## src/rtl/div_counter_pkg.sv

```systemverilog
// div_counter_pkg
//   Shared definitions for the div_counter block: counter widths, FSM state
//   encoding, the miss limit that drops a frame back to alignment, and the
//   minimum effective N/M values together with the clamp helpers that apply them.
package div_counter_pkg;

  localparam int N_W    = 4;
  localparam int M_W    = 2;
  localparam int MISS_W = 2;

  // Consecutive frame wraps without a reference edge before re-aligning.
  localparam logic [MISS_W-1:0] MISS_LIMIT = 2'd2;
  localparam logic [MISS_W-1:0] MISS_ONE   = 2'd1;

  // Smallest usable period lengths; smaller requests are clamped up.
  localparam logic [N_W-1:0] N_MIN = 4'd2;
  localparam logic [M_W-1:0] M_MIN = 2'd1;
  localparam logic [N_W-1:0] N_ONE = 4'd1;
  localparam logic [M_W-1:0] M_ONE = 2'd1;

  // FSM state encoding.
  localparam logic [1:0] ST_IDLE  = 2'd0;
  localparam logic [1:0] ST_ALIGN = 2'd1;
  localparam logic [1:0] ST_RUN   = 2'd2;

  function automatic logic [N_W-1:0] clamp_n(input logic [N_W-1:0] n);
    return (n < N_MIN) ? N_MIN : n;
  endfunction

  function automatic logic [M_W-1:0] clamp_m(input logic [M_W-1:0] m);
    return (m < M_MIN) ? M_MIN : m;
  endfunction

endpackage

```

## src/rtl/div_counter_ext_edge_sync.sv

```systemverilog
// ext_edge_sync
//   Brings the asynchronous reference clock into the clk_out domain through a
//   two-flop synchronizer and flags its rising edge with a one-cycle pulse.
// Ports
//   clk_out  : in  - sampling clock
//   rst      : in  - synchronous active-high reset, clears all flops
//   clk_ext  : in  - asynchronous reference, treated as data
//   ext_rise : out - one-cycle pulse on a synchronized rising edge of clk_ext
module ext_edge_sync (
  input  logic clk_out,
  input  logic rst,
  input  logic clk_ext,
  output logic ext_rise
);

  logic meta_q;
  logic sync_q;
  logic prev_q;

  always_ff @(posedge clk_out) begin
    // NOTE: flops are written with non-blocking assignments so every stage
    // samples the value its predecessor held before this edge.
    if (rst) begin
      meta_q <= 1'b0;
      sync_q <= 1'b0;
      prev_q <= 1'b0;
    end else begin
      meta_q <= clk_ext;
      sync_q <= meta_q;
      prev_q <= sync_q;
    end
  end

  assign ext_rise = sync_q & ~prev_q;

endmodule

```

## src/rtl/div_counter.sv

```systemverilog
// div_counter
//   Frame counter running on the DLL output clock and aligned to an external
//   reference. Each frame is M_act periods of N_act cycles. The frame start is
//   pinned to synchronized clk_ext rising edges; consecutive on-time edges
//   build up lock, off-time edges realign the frame, and repeated missing edges
//   send the counter back to alignment.
// Ports
//   clk_out   : in  - clock, all state on its rising edge
//   rst       : in  - synchronous active-high reset
//   clk_ext   : in  - asynchronous reference, sampled as data
//   en        : in  - run enable; low forces IDLE
//   N         : in  - requested cycles per divided period (clamped to >= 2)
//   M         : in  - requested periods per frame (clamped to >= 1)
//   N_counter : out - position within the current period
//   M_counter : out - period index within the current frame
//   DIV_N     : out - high for the first half of each period
//   DIV_M     : out - high during the last period of the frame
//   locked    : out - frame aligned to clk_ext for LOCK_TARGET edges in a row
module div_counter
  import div_counter_pkg::*;
#(
  parameter int LOCK_TARGET = 3
) (
  input  logic           clk_out,
  input  logic           rst,
  input  logic           clk_ext,
  input  logic           en,
  input  logic [N_W-1:0] N,
  input  logic [M_W-1:0] M,
  output logic [N_W-1:0] N_counter,
  output logic [M_W-1:0] M_counter,
  output logic           DIV_N,
  output logic           DIV_M,
  output logic           locked
);

  localparam int              LOCK_W   = $clog2(LOCK_TARGET + 1);
  localparam logic [LOCK_W-1:0] LOCK_MAX = LOCK_W'(LOCK_TARGET);
  localparam logic [LOCK_W-1:0] LOCK_ONE = LOCK_W'(1);

  logic ext_rise;

  ext_edge_sync u_sync (
    .clk_out  (clk_out),
    .rst      (rst),
    .clk_ext  (clk_ext),
    .ext_rise (ext_rise)
  );

  logic [1:0]        state_q,  state_d;
  logic [N_W-1:0]    n_q,      n_nx;
  logic [M_W-1:0]    m_q,      m_nx;
  logic [N_W-1:0]    n_act_q,  n_act_d;
  logic [M_W-1:0]    m_act_q,  m_act_d;
  logic [LOCK_W-1:0] lock_q,   lock_d;
  logic [MISS_W-1:0] miss_q,   miss_d;
  logic              seen_q,   seen_d;
  logic              div_n_q,  div_m_q, locked_q;
  logic              counting;

  logic n_wrap, m_wrap, frame_wrap, frame_start;

  assign n_wrap      = (n_q == n_act_q - N_ONE);
  assign m_wrap      = (m_q == m_act_q - M_ONE);
  assign frame_wrap  = n_wrap && m_wrap;
  assign frame_start = (n_q == '0) && (m_q == '0);

  always_comb begin
    // NOTE: every signal assigned here gets a default first, so no branch
    // leaves one unassigned and no latch is inferred.
    state_d  = state_q;
    n_act_d  = n_act_q;
    m_act_d  = m_act_q;
    lock_d   = '0;
    miss_d   = '0;
    seen_d   = 1'b0;
    counting = 1'b0;
    n_nx     = '0;
    m_nx     = '0;

    if (!en) begin
      state_d = ST_IDLE;
      n_act_d = clamp_n(N);
      m_act_d = clamp_m(M);
    end else begin
      case (state_q)
        ST_IDLE: begin
          state_d = ST_ALIGN;
          n_act_d = clamp_n(N);
          m_act_d = clamp_m(M);
        end

        ST_ALIGN: begin
          n_act_d = clamp_n(N);
          m_act_d = clamp_m(M);
          // The edge cycle itself is position (0,0), so RUN opens at (1,0).
          if (ext_rise) begin
            state_d  = ST_RUN;
            seen_d   = 1'b1;
            counting = 1'b1;
            n_nx     = N_ONE;
          end
        end

        ST_RUN: begin
          counting = 1'b1;
          lock_d   = lock_q;
          miss_d   = miss_q;
          seen_d   = seen_q | ext_rise;

          // Requested sizes only take effect at a frame boundary.
          if (frame_wrap) begin
            n_act_d = clamp_n(N);
            m_act_d = clamp_m(M);
          end

          if (ext_rise && !frame_start) begin
            // Off-time edge: this cycle becomes (0,0) and lock restarts.
            lock_d = '0;
            seen_d = 1'b1;
            n_nx   = N_ONE;
            m_nx   = '0;
          end else begin
            if (ext_rise) begin
              lock_d = (lock_q == LOCK_MAX) ? lock_q : lock_q + LOCK_ONE;
              miss_d = '0;
            end
            if (frame_wrap) begin
              seen_d = 1'b0;
              if (!seen_q) miss_d = miss_q + MISS_ONE;
            end
            if (n_wrap) begin
              n_nx = '0;
              m_nx = m_wrap ? '0 : m_q + M_ONE;
            end else begin
              n_nx = n_q + N_ONE;
              m_nx = m_q;
            end
          end

          if (miss_d == MISS_LIMIT) begin
            state_d  = ST_ALIGN;
            counting = 1'b0;
            lock_d   = '0;
            miss_d   = '0;
            seen_d   = 1'b0;
            n_nx     = '0;
            m_nx     = '0;
          end
        end

        default: state_d = ST_IDLE;
      endcase
    end
  end

  // Outputs are registered alongside the counter value they describe, using
  // the period sizes that will be in force for that value.
  always_ff @(posedge clk_out) begin
    if (rst) begin
      state_q  <= ST_IDLE;
      n_q      <= '0;
      m_q      <= '0;
      n_act_q  <= N_MIN;
      m_act_q  <= M_MIN;
      lock_q   <= '0;
      miss_q   <= '0;
      seen_q   <= 1'b0;
      div_n_q  <= 1'b0;
      div_m_q  <= 1'b0;
      locked_q <= 1'b0;
    end else begin
      state_q  <= state_d;
      n_q      <= n_nx;
      m_q      <= m_nx;
      n_act_q  <= n_act_d;
      m_act_q  <= m_act_d;
      lock_q   <= lock_d;
      miss_q   <= miss_d;
      seen_q   <= seen_d;
      div_n_q  <= counting && (n_nx < (n_act_d >> 1));
      div_m_q  <= counting && (m_nx == m_act_d - M_ONE);
      locked_q <= counting && (lock_d == LOCK_MAX);
    end
  end

  assign N_counter = n_q;
  assign M_counter = m_q;
  assign DIV_N     = div_n_q;
  assign DIV_M     = div_m_q;
  assign locked    = locked_q;

endmodule

```

## config.mk

```make
export PLATFORM = sky130hd
export DESIGN_NAME = div_counter
export DESIGN_NICKNAME = d
export VERILOG_FILES = /design/src/rtl/div_counter_pkg.sv /design/src/rtl/div_counter_ext_edge_sync.sv /design/src/rtl/div_counter.sv
export SDC_FILE = /design/constraint.sdc
export NUM_CORES = 1
export LEC_CHECK = 0
export CAP_MARGIN = 20
export CORE_ASPECT_RATIO = 1.2
export CORE_UTILIZATION = 44
export CTS_CLUSTER_DIAMETER = 80
export CTS_CLUSTER_SIZE = 20
export DETAILED_ROUTE_END_ITERATION = 10
export PLACE_DENSITY = 0.72
export SYNTH_ARGS = -nofsm -noshare
export SYNTH_HDL_FRONTEND = slang
export SYNTH_SLANG_ARGS = --single-unit
```

## constraint.sdc

```tcl
create_clock -name clk_out -period 7.6 [get_ports clk_out]
set_clock_uncertainty 0.05 [all_clocks]
set_input_delay 1.14 -clock clk_out [delete_from_list [all_inputs] [get_ports clk_out]]
set_output_delay 1.14 -clock clk_out [all_outputs]
set_load 0.05 [all_outputs]
```

## After elaboration in Yosys (flattened, before gate mapping)

Cells that the tools add are included.

| storage, ports and cells | value |
|---|---|
| logic and storage cells | 100 |
| input port bits | 10 |
| bits in registers | 25 |

| cells by class | value |
|---|---|
| reduce and logical (&&, ||, !) cells | 15 |
| bitwise operators | 5 |
| magnitude comparators | 3 |
| muxes and demuxes | 43 |
| equal/unequal tests | 12 |
| $add $sub $neg | 7 |

Operators by type and width:

| cell | number |
|---|---|
| two-way mux 2 bit | 23 |
| two-way mux 4 bit | 7 |
| case mux 4 bit (2 select lines) | 2 |
| == test 2 bit, second input constant | 4 |
| two-way mux 1 bit | 7 |
| adder 2 x 1 -> 2 bit, second input constant | 3 |
| logical AND 1 bit | 6 |
| case mux 2 bit (3 select lines) | 1 |
| adder 4 x 1 -> 4 bit, second input constant | 1 |
| == test 2 bit | 2 |
| == test 4 bit | 1 |
| zero test 2 bit | 2 |
| zero test 4 bit | 1 |
| < comparator 4 x 2 -> 1 bit, second input constant | 1 |
| < comparator 4 x 3 -> 1 bit | 1 |
| inequality test 2 bit, second input constant | 2 |
| case mux 1 bit (2 select lines) | 2 |
| case mux 2 bit (2 select lines) | 1 |
| AND reduction 2 bit | 2 |
| OR reduction 2 bit | 2 |
| OR reduction 4 bit | 1 |
| subtractor 2 x 1 -> 2 bit, second input constant | 2 |
| subtractor 4 x 1 -> 4 bit, second input constant | 1 |
| inequality test 3 x 2 -> 1 bit, second input constant | 1 |
| 7 further kinds | 9 |

## Longest topological paths before layout

| logic depth | value |
|---|---|
| depth after elaboration | 14 |
| mapped depth | 11 |

## Hierarchy

From an unflattened synthesis, not the netlist that was laid out.

| second synthesis, totals | value |
|---|---|
| cell total of the unflattened synthesis | 191 |
| area, all modules | 1,644.1 um^2 |

Modules (own cells, without submodules):

| module | area an instance (um^2) | cells each | times used | seq. area each (um^2) |
|---|---|---|---|---|
| div_counter | 1,556.5 | 184 | 1 | 440.4 |
| ext_edge_sync | 87.6 | 7 | 1 | 60.1 |

## Worst setup path before layout

No wires, ideal clock.

| timing path | value |
|---|---|
| path type | flip-flop to flip-flop |
| start | register m_q[0] (netlist: M_counter[0]) |
| end | register div_n_q (netlist: DIV_N) |
| clock period less this slack | 2,885 ps |
| slack | 4,715 ps |
| cell stages (with the launch flop) | 10 |
| arrival | 2,777 ps |
| path through | dfxtp_1 -> or2b_2 -> mux2_2 -> nor3_2 -> a21boi_0 -> o21ai_0 -> a22oi_1 -> ha_1 -> a211oi_1 -> o211a_1 |

| between the ends | value |
|---|---|
| cells in the longest elaborated chain, start to end | 13 |
| elaborated cells on any way between the ends | 23 |

Ends and longest elaborated chain:

| item | RTL line | RTL |
|---|---|---|
| start, declared | div_counter.sv:52 | `logic [M_W-1:0] m_q, m_nx;` |
| start signal, assigned | div_counter.sv:175 | `m_q <= m_nx;` |
| zero test 2 bit | div_counter.sv:66 | `assign frame_start = (n_q == '0) && (m_q == '0);` |
| logical AND 1 bit | div_counter.sv:66 |  |
| zero test 1 bit | div_counter.sv:117 | `if (ext_rise && !frame_start) begin` |
| logical AND 1 bit | div_counter.sv:117 |  |
| two-way mux 2 bit | div_counter.sv:117 |  |
| two-way mux 2 bit | div_counter.sv:86 | `case (state_q)` |
| two-way mux 2 bit | div_counter.sv:81 | `if (!en) begin` |
| == test 2 bit | div_counter.sv:141 | `if (miss_d == MISS_LIMIT) begin` |
| two-way mux 4 bit | div_counter.sv:141 |  |
| case mux 4 bit (2 select lines) | div_counter.sv:86 |  |
| two-way mux 4 bit | div_counter.sv:81 |  |
| < comparator 4 x 3 -> 1 bit | div_counter.sv:181 | `div_n_q <= counting && (n_nx < (n_act_d >> 1));` |
| logical AND 1 bit * | div_counter.sv:181 |  |
| end signal, assigned | div_counter.sv:181 |  |
| end, declared | div_counter.sv:58 | `logic div_n_q, div_m_q, locked_q;` |

Every way passes the cells marked *; elsewhere a longest branch is shown, timed or not. The select of a mux whose other input is x is not followed.
A chain may end at the register's enable or synchronous reset.

## Worst setup path in the final report

| timing path | value |
|---|---|
| start | input port en |
| end | register div_m_q (netlist: DIV_M) |

| between the ends | value |
|---|---|
| cells in the longest elaborated chain, start to end | 4 |
| elaborated cells on any way between the ends | 6 |

Ends and longest elaborated chain:

| item | RTL line | RTL |
|---|---|---|
| start, declared | div_counter.sv:27 | `input logic en,` |
| two-way mux 2 bit | div_counter.sv:81 |  |
| subtractor 2 x 1 -> 2 bit | div_counter.sv:182 | `div_m_q <= counting && (m_nx == m_act_d - M_ONE);` |
| == test 2 bit | div_counter.sv:182 |  |
| logical AND 1 bit * | div_counter.sv:182 |  |
| end signal, assigned | div_counter.sv:182 |  |
| end, declared | div_counter.sv:58 |  |

Every way passes the cells marked *; elsewhere a longest branch is shown, timed or not.

==> impl_metrics.toml <==
[die]
fp.dieH_um = 68.1
die-area_um2 = 3890
row_count = 23
die_w_um = 57.1
ios = 19
core_um2 = 3400
start_util_pct = 47.2

[power]
ir_drop_mv = 0.0767
p_per_area_nw_per_um2 = 144
pwr-share-comb_pct = 18.2
p_sw_share_pct = 27.6
p_int_uw = 193
p_clk_share_pct = 29.9
power_frac_seq_pct = 51.9
p_switching_uw = 73.7
p_leak_uw = 0.000659
finalPower_uw = 267

[sta]
whs_ps = 414
min_period_ps = 3370
slew_headroom_pct = 50.0
setup_tns_ps = 0
rsz0062_at_grt = "no"
fin_ws_ps = 4230
worst_slew_pin_slew_ps = 748
clock.fmax_mhz = 297
hold_viol_final = 0
setup_viol = 0
fin_crit_sh_pct = 44.3
drv_slew = 0

[grt]
grt_usage_pct = 20.9
grt_start_max_net_pins = 16
grt_pass1_wl_um = 6200
grt.overflow.total = 0
antenna_found_initial = 0
grt_pass1_vias = 1438

[synthesis]
async_flop_share_pct = 0
syn_avg_cell_area_um2 = 8.86
synth_nets = 202
yosysSeqAreaShare_pct = 31.2
ys_top_cells_by_area = "dfxtp_1 (31%), ha_1 (8.6%), nor2_1 (4.4%)"
ys_ff_latch = 25
synth_ff_type = "dfxtp_1"
synth_cell_types = 51
synthCells = 181
synth-edff-count = 0
ys_warn_count = 0
syn_area_um2 = 1600
synth.largest_area_cell = "dfxtp_1"
synth_top_area_share_pct = 31.2

[clock_network]
cts_tree = "yes"
clk_pin_slew_worst_paths_ps = 80
numCtsBuffers = 3
clkLatencyLatePin_ps = 270
post_cts_resized = 0
cts_htree_levels = 1
cts_buffer_depth = 2
postCtsSetupBuffers = 0
cts_root_buf = "clkbuf_8"
postCtsHoldBufs = 0
clkSinkCount = 25

[worst_setup_path]
worstPathMaxFanout = 13
worst_path_max_delay_cell = "clkdlybuf4s50_1"
r2r_start = "n_act_q[0]"
arrival_ps = 3520
reg2reg_slack_ps = 4560
worstSetupPathType = "input pin to flop"
cp_top_family = "compound AO/OA/AOI/OAI gates"
timing.critical_path.buf_inv = 2
worstPathRequired_ps = 7750
timing.rr.end = "DIV_N"
reg2regPathDepth = 11
cpPeakStageDelay_ps = 750
startpoint_type = "input pin"
path_cells = "clkdlybuf4s50_1 > o21ai_0 > a32o_1 > a221oi_2 > inv_1 > or4_1 > a21boi_1"
end_kind = "flop"

[finish]
area_growth_pct = 15.3
final_cell_mix = "dfxtp_1 (25), nor2_1 (19), clkdlybuf4s50_1 (18)"
final_common_cell = "dfxtp_1"
nFillCells = 314
drive_above_1_share_pct = 10.6
n_antenna_cell = 0
nets = 220
seqCellArea_um2 = 500
multi_input_comb_area_um2 = 1040
post-route-cell-area_um2 = 1850

[hold_path]
holdPathStages = 1
min_from = "u_sync.sync_q"
hold_end = "u_sync.prev_q"
hold_class = "flop to flop"

[placement]
dpl.hpwl_um = 2980
post_dp_cell_area_um2 = 1800
post-place-ws_ps = 3970
gp_congestion = 0.957
portBuffers = 18

[routing]
drt_first_pass_iters = 7
drt_iter0_markers = 57
detail-route-antenna-nets = 0
wl_per_cell_um = 15.8
drc = 2
finalWirelength_um = 3710
vias = 1409
vias_per_cell = 6.00

[run_status]
status = "complete, but fails checks"
violations = "DRC"

[run]
drv_cap = 0
==> power groups by stage <==
stage               clock network [uW]  logic, uW  registers [uW]
finish                            79.8       48.6             138
global placement                     0       46.1             141
detailed placement                   0       47.9             141
global route                      88.4       53.1             139
CTS                               82.0       48.1             138
floorplan                            0       34.8             141
==> worst max path at each step <==
stage                      start     to  slack, ps  cells past startpoint
floorplan           M_counter[0]  DIV_N       4710                      9
global placement              en  DIV_N       4110                      7
detailed placement            en  DIV_N       3970                      7
CTS                           en  DIV_N       4250                      7
global route                  en  DIV_N       4100                      7
finish                        en  DIV_M       4230                      7
==> worst register-to-register path: cells and delay by family, from the launching register on <==
| kind | cells | cell delay (ps) |
|---|---|---|
| AO/OA/AOI/OAI | 5 | 970 |
| AND/OR/NAND/NOR | 2 | 540 |
| adder cells (fa/ha/maj) | 2 | 520 |
| flip-flops | 1 | 450 |
| XOR/XNOR | 1 | 390 |
| buffers and inverters | 1 | 70 |
==> per-stage QoR <==
step,instances,utilization [%]
detailed placement,231,53.1
CTS,235,54.5
global placement,231,53.1
finish,235,54.5
global route,235,54.5
floorplan,181,-
==> Yosys cell counts (3+ instances only) <==
cell,number
nor2b_1,4
inv_1,11
nor3b_1,4
nor3_1,7
xor2_1,3
or4_1,4
xnor2_1,3
clkbuf_1,4
nand3_1,4
a32o_1,3
dfxtp_1,25
nand2_1,11
o21ai_0,8
nor2_1,19
ha_1,11
a21oi_1,11
a31oi_1,3
nand2b_1,6
==> layout make-up <==
class                   instances  area share (%)
flip-flops and latches         25            27.1
inverters                      11            2.23
multi-input cells             140            56.0
clock buffers                   4            2.44
well taps                      37            2.50
repair buffers                 18            9.74
==> registers in the layout, summed over array words and instances (netlist names) <==
register / flops
n_act_q: 4
N_counter: 4
M_counter: 2
DIV_M: 1
locked: 1
lock_q: 2
m_act_q: 2
seen_q: 1
DIV_N: 1
u_sync.meta_q: 1
u_sync.sync_q: 1
state_q: 2
miss_q: 2
u_sync.prev_q: 1
==> cells by family (layout without fill, tap and decap cells) <==
family / count (synthesis) / in the layout / synth area share, %
and+or+nand+nor: 69 / 69 / 24.4
adders and majority gates: 11 / 11 / 8.58
DFF: 25 / 25 / 31.2
buffers and inverters: 16 / 33 / 4.21
xor gates and xnor gates: 10 / 10 / 7.72
muxes: 2 / 2 / 1.33
AOI/OAI and AO/OA: 48 / 48 / 22.5
==> metal layers <==
layer  track usage (%)  routed length (um)  up-vias
met2              40.7                1970       33
met5                 0                   0        -
met4              8.23                  64        0
met3              2.46                 127        8
met1              23.1                1550      681
li1                  -                   -      687
Power figures use the tool's default switching activity.
